`src/rtl/serial_adder_if.sv`:
```
//------------------------------------------------------------------------------
// Module  : serial_adder_if
// Brief   : Handshake and operand/result bundle for the bit-serial adder.
// Revision: 1.0
//------------------------------------------------------------------------------
`default_nettype none

interface serial_adder_if #(
    parameter int WIDTH = 8
);
    logic             start;
    logic [WIDTH-1:0] a;
    logic [WIDTH-1:0] b;
    logic             cin;
    logic             busy;
    logic             done;
    logic [WIDTH-1:0] sum;
    logic             cout;

    modport master (
        output start, a, b, cin,
        input  busy, done, sum, cout
    );

    modport slave (
        input  start, a, b, cin,
        output busy, done, sum, cout
    );
endinterface

`default_nettype wire

```
`src/rtl/serial_adder.sv`:
```
//------------------------------------------------------------------------------
// Module  : serial_adder
// Brief   : Bit-serial LSB-first adder: one full-adder slice plus a carry flop.
// Revision: 1.0
//------------------------------------------------------------------------------
`default_nettype none

module serial_adder #(
    parameter int WIDTH = 8
) (
    input  wire logic     clk,
    input  wire logic     rst_n,
    serial_adder_if.slave bus
);
    localparam int CNT_W = (WIDTH > 1) ? $clog2(WIDTH) : 1;
    localparam logic [CNT_W-1:0] LAST_BIT = CNT_W'(WIDTH - 1);

    typedef enum logic [1:0] {
        IDLE  = 2'd0,
        SHIFT = 2'd1,
        DONE  = 2'd2
    } state_t;

    state_t           state;
    logic [WIDTH-1:0] a_sr;
    logic [WIDTH-1:0] b_sr;
    logic [WIDTH-1:0] psum;
    logic             carry;
    logic [CNT_W-1:0] cnt;
    logic             busy;
    logic             done;
    logic [WIDTH-1:0] sum;
    logic             cout;

    logic             bit_s;
    logic             carry_next;
    logic [WIDTH-1:0] psum_next;

    assign bit_s      = a_sr[0] ^ b_sr[0] ^ carry;
    assign carry_next = (a_sr[0] & b_sr[0]) | (a_sr[0] & carry) | (b_sr[0] & carry);
    // New bit enters at the MSB; the cast keeps this legal for WIDTH == 1.
    assign psum_next  = WIDTH'({bit_s, psum} >> 1);

    always_ff @(posedge clk or negedge rst_n) begin
        if (!rst_n) begin
            state <= IDLE;
            a_sr  <= '0;
            b_sr  <= '0;
            psum  <= '0;
            carry <= 1'b0;
            cnt   <= '0;
            busy  <= 1'b0;
            done  <= 1'b0;
            sum   <= '0;
            cout  <= 1'b0;
        end else begin
            case (state)
                IDLE: begin
                    if (bus.start) begin
                        a_sr  <= bus.a;
                        b_sr  <= bus.b;
                        carry <= bus.cin;
                        cnt   <= '0;
                        busy  <= 1'b1;
                        state <= SHIFT;
                    end
                end
                SHIFT: begin
                    psum  <= psum_next;
                    carry <= carry_next;
                    a_sr  <= a_sr >> 1;
                    b_sr  <= b_sr >> 1;
                    cnt   <= cnt + 1'b1;
                    if (cnt == LAST_BIT) begin
                        sum   <= psum_next;
                        cout  <= carry_next;
                        done  <= 1'b1;
                        busy  <= 1'b0;
                        state <= DONE;
                    end
                end
                DONE: begin
                    done  <= 1'b0;
                    state <= IDLE;
                end
                default: begin
                    done  <= 1'b0;
                    busy  <= 1'b0;
                    state <= IDLE;
                end
            endcase
        end
    end

    assign bus.busy = busy;
    assign bus.done = done;
    assign bus.sum  = sum;
    assign bus.cout = cout;
endmodule

`default_nettype wire

```
`src/flat_wrapper.sv`:
```
// flat-port wrapper written by rule: the top's interface ports become plain ports
module serial_adder_flat 
#(
    parameter int WIDTH = 8
)
  (clk, rst_n, bus_start, bus_a, bus_b, bus_cin, bus_busy, bus_done, bus_sum, bus_cout);
  serial_adder_if #(.WIDTH(WIDTH)) bus_i ();
  input  wire logic clk;
  input  wire logic rst_n;
  input wire logic [$bits(bus_i.start)-1:0] bus_start;
  input wire logic [$bits(bus_i.a)-1:0] bus_a;
  input wire logic [$bits(bus_i.b)-1:0] bus_b;
  input wire logic [$bits(bus_i.cin)-1:0] bus_cin;
  output wire logic [$bits(bus_i.busy)-1:0] bus_busy;
  output wire logic [$bits(bus_i.done)-1:0] bus_done;
  output wire logic [$bits(bus_i.sum)-1:0] bus_sum;
  output wire logic [$bits(bus_i.cout)-1:0] bus_cout;
  assign bus_i.start = bus_start;
  assign bus_i.a = bus_a;
  assign bus_i.b = bus_b;
  assign bus_i.cin = bus_cin;
  assign bus_busy = bus_i.busy;
  assign bus_done = bus_i.done;
  assign bus_sum = bus_i.sum;
  assign bus_cout = bus_i.cout;
  serial_adder #(.WIDTH(WIDTH)) u_core (.clk(clk), .rst_n(rst_n), .bus(bus_i));
endmodule
```
`config.mk`:
```
export PLATFORM = sky130hd
export DESIGN_NAME = serial_adder_flat
export DESIGN_NICKNAME = d
export VERILOG_FILES = /design/src/rtl/serial_adder_if.sv /design/src/rtl/serial_adder.sv /design/src/flat_wrapper.sv
export SDC_FILE = /design/constraint.sdc
export NUM_CORES = 1
export LEC_CHECK = 0
export BUFFER_PORTS_ARGS = -buffer_cell sky130_fd_sc_hd__buf_4
export CAP_MARGIN = 30
export CORE_MARGIN = 2
export CORE_UTILIZATION = 25
export CTS_BUF_LIST = sky130_fd_sc_hd__clkbuf_2 sky130_fd_sc_hd__clkbuf_4 sky130_fd_sc_hd__clkbuf_8
export DETAILED_ROUTE_END_ITERATION = 6
export PLACE_DENSITY_LB_ADDON = 0.12
export SLEW_MARGIN = 20
export SYNTH_ARGS = -nofsm -noshare
export SYNTH_HDL_FRONTEND = slang
export SYNTH_SLANG_ARGS = --single-unit
```
`constraint.sdc`:
```
create_clock -name clk -period 1.62 [get_ports clk]
set_input_delay 0.162 -clock clk [delete_from_list [all_inputs] [get_ports clk]]
set_output_delay 0.162 -clock clk [all_outputs]
set_load 0.05 [all_outputs]
```
; ---- Word-level counts from Yosys, hierarchy flattened
; Cells that the tools add are included.
[classes]
n_mux = 16
addsub = 1
eq_ne = 5
bitwise_logic = 9
n_reduce_logical = 7
[op_table]
columns = operator, n
row1 = case mux 8 bit (2 select lines), 2
row2 = 2-to-1 mux 8 bit, 2
row3 = AND reduction 2 bit, 4
row4 = case mux 3 bit (2 select lines), 1
row5 = 2-to-1 mux 1 bit, 4
row6 = 2-to-1 mux 2 bit, 2
row7 = case mux 1 bit (2 select lines), 2
row8 = case mux 2 bit (2 select lines), 1
row9 = adder 3 x 1 -> 3 bit (second input constant), 1
row10 = AND 1 bit, 3
row11 = == test 3 bit (second input constant), 1
row12 = 2-to-1 mux 3 bit, 1
row13 = case mux 1 bit (3 select lines), 1
row14 = AND reduction 3 bit, 1
row15 = == test 2 x 1 -> 1 bit (second input constant), 1
row16 = == test 2 bit (second input constant), 1
row17 = zero test 2 bit, 1
row18 = inequality test 2 x 1 -> 1 bit (second input constant), 1
row19 = inequality test 2 bit (second input constant), 1
row20 = NOT 1 bit, 2
row21 = bitwise OR 1 bit, 2
row22 = nonzero test 2 bit, 1
row23 = bitwise XOR 1 bit, 2
[totals]
in_bits = 20
out_inout_bits = 11
regBits = 41

; ---- Logic depth before layout (Yosys ltp)
[depth]
ltp_word = 4
depth_mapped = 6
mapped_depth_nobuf = 5

; ---- Worst setup path before layout
; Ideal clock, no wire load.
[synth_timing]
path_kind = flip-flop to flip-flop
from = reg u_core.cnt[0]
to = reg u_core.cout (netlist: u_core.bus.cout)
path_slack_ps = 253
stages_incl_launch_ff = 5
t_arrival_ps = 1242
path_buffers = 0
setup_ps = 125
path_cell_list = dfrtp_1 ha_1 ha_1 nand2_8 mux2_4
[synth_via]
elab_chain_len = 2
[synth_rtl]
columns = item, line_no
row1 = "start, declared", serial_adder.sv:29  ; logic [CNT_W-1:0] cnt;
row2 = "start signal, assigned", serial_adder.sv:73  ; cnt <= cnt + 1'b1;
row3 = == test 3 bit, serial_adder.sv:74  ; if (cnt == LAST_BIT) begin
row4 = AND reduction 2 bit (no source line), --
row5 = "end signal, assigned", serial_adder.sv:76  ; cout <= carry_next;
row6 = "end, declared", serial_adder.sv:33  ; logic cout;
; No other way between the ends.
; A chain may end at the register's enable or synchronous reset.

; ---- Worst setup path in the final report
[layout_timing]
from = reg u_core.cnt[0]
to = reg u_core.sum[6] (netlist: u_core.bus.sum[6])
[layout_via]
elab_chain_len = 2
[layout_rtl]
columns = item, line_no
row1 = == test 3 bit, serial_adder.sv:74
row2 = AND reduction 2 bit (no source line), --
row3 = "end signal, assigned", serial_adder.sv:75  ; sum <= psum_next;
row4 = "end, declared", serial_adder.sv:32  ; logic [WIDTH-1:0] sum;
; No other way between the ends.

==> results.txt <==
Result of the run = finished clean
Worst-Margin Slew = 517 ps
CP required = 1790 ps
Grt ovf = 0
CTS H-tree depth = 2
Mapped cell area = 1790 µm²
Final period util = 89.3%
Mean Syn Cell Area = 12.1 µm²
Rel. slew slack = 65.5%
Later-pin clock latency in the skew report = 280 ps
Total power divided by cell area = 2000 nW/µm²
Fin crit period = 1450 ps
Clock sinks = 40
Vias in the first global route = 1304
Critical Path Fanout Max = 10
CP Launch Type = flop
Clk_skew = 4.03 ps
Clock Path Buffers = 2
Core area = 6870 µm²
DIE AREA = 7840 µm²
Layout cells sized above 1 = 38.4%
Antenna Cells = 0
Synth Net Count = 171
Setup TNS = 0 ps
Design Area, Final = 2230 µm²
Die Ht = 88.6 µm
DRT antenna net count = 0
Yosys Warn Count = 0
Via count = 1220
Root Driver = clkbuf_8
Max Slew Vio Count = 0
Net count, final = 208
Area grow syn2layout = 24.6%
Die width = 88.6 µm
Cells after Synth = 148
Post-DP HPWL = 2.59 mm
Max-cap violations = 0
Rows = 30
Max Clock Freq = 691 MHz
Lkg Pwr = 1.04 nW
CP Capture Type = flop
Final setup violation count = 0
Drt total wl = 3.70 mm
Total track usage = 10.7%
Synthesized flop and latch total = 40
Min-Delay Path Class = primary input to flop
Clk slew on worst S/H paths = 70 ps
DRC Markers = 0
Antenna violations before repair = 0
Hold_ws = 129 ps
First-pass GRT wire length = 6.35 mm
Routed wire per std cell = 13.2 µm
Starting Density = 26.0%
Initial DRC Count = 79
Fin. Hold Viols = 0
CTS tree = done
Post-CTS setup buffers = 0
Vias per inst = 4.34
Arrival time worst endpoint = 1620 ps
RSZ-0062 raised after global routing = no
IO Count = 31
Port bufs = 30
Area after DPL = 2140 µm²
Peak supply drop = 0.000664 V
Num CTS Buffers = 5
Crit Path Class = flop to flop
Yosys cell types = 27
Largest net degree at the start of global routing = 41
Register area share after synthesis = 56.0%
Final GP Congestion = 0.722
DR pass1 iterations = 4
-- cell usage after synthesis --
cell type / count / area share [%]
dfrtp_1: 40 / 56
nand2_1: 25 / 5.2
nand3b_1: 11 / 4.6
nor2_1: 11 / 2.3
o221a_2: 11 / 6.9
mux2_4: 9 / 7.6
o21ai_0: 5 / 1.4
buf_2: 4 / 1.1
nor3_1: 4 / 1.1
a211oi_2: 3 / 2.1
inv_1: 3 / 0.63
a21oi_1: 2 / 0.56
a22o_1: 2 / 0.98
buf_6: 2 / 1.3
clkbuf_1: 2 / 0.42
ha_1: 2 / 1.4
nand2b_1: 2 / 0.70
a211oi_1: 1 / 0.42
a21boi_0: 1 / 0.42
buf_4: 1 / 0.42
fa_1: 1 / 1.1
nand2_8: 1 / 1.1
nor2b_1: 1 / 0.35
nor2b_2: 1 / 0.49
o21ba_2: 1 / 0.56
o21bai_1: 1 / 0.42
o22ai_1: 1 / 0.35
-- report_power, final --
group	internal (mW)	total [mW]	switching, mW	leakage [nW]
clock	0.310	0.637	0.328	0.0445
sequential	1.46	1.76	0.300	0.480
combinational	0.934	2.06	1.12	0.516
total	2.70	4.46	1.75	1.04
-- routing by layer --
metal	global-route usage (%)	part of all wire, %
met2	16.1	44
met1	14.8	51
met4	4.13	1.7
met5	0	0
met3	2.80	2.7
-- metrics by stage --
step                std cells  total power [mW]  setup WS (ps)  utilization, %
finish                    281              4.46            174            32.4
global route              281              4.82            113            32.4
CTS                       281              4.53            173            32.4
detailed placement        273              3.88            182            31.1
global placement          273              3.83            212            31.1
floorplan                 148              3.29            253               -
-- cell usage in the layout, fill, tap and decap left out, types with 2 or more instances in the layout --
cell / netlist / layout
o221a_2: 11 / 11
nor2_1: 11 / 11
a21oi_1: 2 / 2
nand2b_1: 2 / 2
nor3_1: 4 / 4
inv_1: 3 / 3
buf_4: 1 / 38
dfrtp_1: 40 / 40
nand2_1: 25 / 25
nand3b_1: 11 / 11
a22o_1: 2 / 2
a211oi_2: 3 / 3
ha_1: 2 / 2
o21ai_0: 5 / 5
clkbuf_8: 0 / 5
mux2_4: 9 / 9
-- critical path, cell delays in order, from the launching register on --
cell     delay (ps)
dfrtp_1         400
ha_1            200
ha_1            270
nand2_8         150
mux2_4          310
-- layout make-up --
cell class / instances / area, µm²
clock buffers: 6 / 76.3
multi-input cells: 96 / 718
flip-flops and latches: 40 / 1000
repair buffers: 39 / 295
clock inverters: 1 / 5.00
inverters: 3 / 11.3
well taps: 96 / 120
fillers: 707 / 4640
-- logic make-up (layout without fill, tap and decap cells) --
group | count (synthesis) | in the layout | share of synthesized area (%)
simple gates | 56 | 56 | 16.0
flops | 40 | 40 | 56.0
compound gates | 28 | 28 | 14.1
buf+inv | 12 | 49 | 3.85
mux | 9 | 9 | 7.56
fa+ha+maj | 3 | 3 | 2.52
-- flip-flops by register name, indices dropped and copies added, names as in the netlist --
| register | count |
|---|---|
| u_core.state | 2 |
| u_core.cnt | 3 |
| u_core.bus.cout | 1 |
| u_core.b_sr | 8 |
| u_core.bus.done | 1 |
| u_core.a_sr | 8 |
| u_core.bus.sum | 8 |
| u_core.psum | 7 |
| u_core.bus.busy | 1 |
| u_core.carry | 1 |
-- path summary, 6_finish.rpt --
path	slack, ps	depth (start not counted)	end	from
min in group asynchronous	390	2	u_core.b_sr[6]	rst_n
min reg2reg	500	2	u_core.psum[1]	u_core.psum[1]
max reg2reg	170	4	u_core.bus.sum[6]	u_core.cnt[0]
min	130	3	u_core.b_sr[7]	bus_b[7]
max	170	4	u_core.bus.sum[6]	u_core.cnt[0]
max in group asynchronous	870	2	u_core.b_sr[2]	rst_n
-- repair_timing --
action | in CTS | in global routing
endpoints found under the setup margin | 0 | 0
resized for setup | 0 | 0
hold buffers | 1 | 0
endpoints found under the hold margin | 40 | 0
Note: power is estimated with default switching activity, not from simulation.
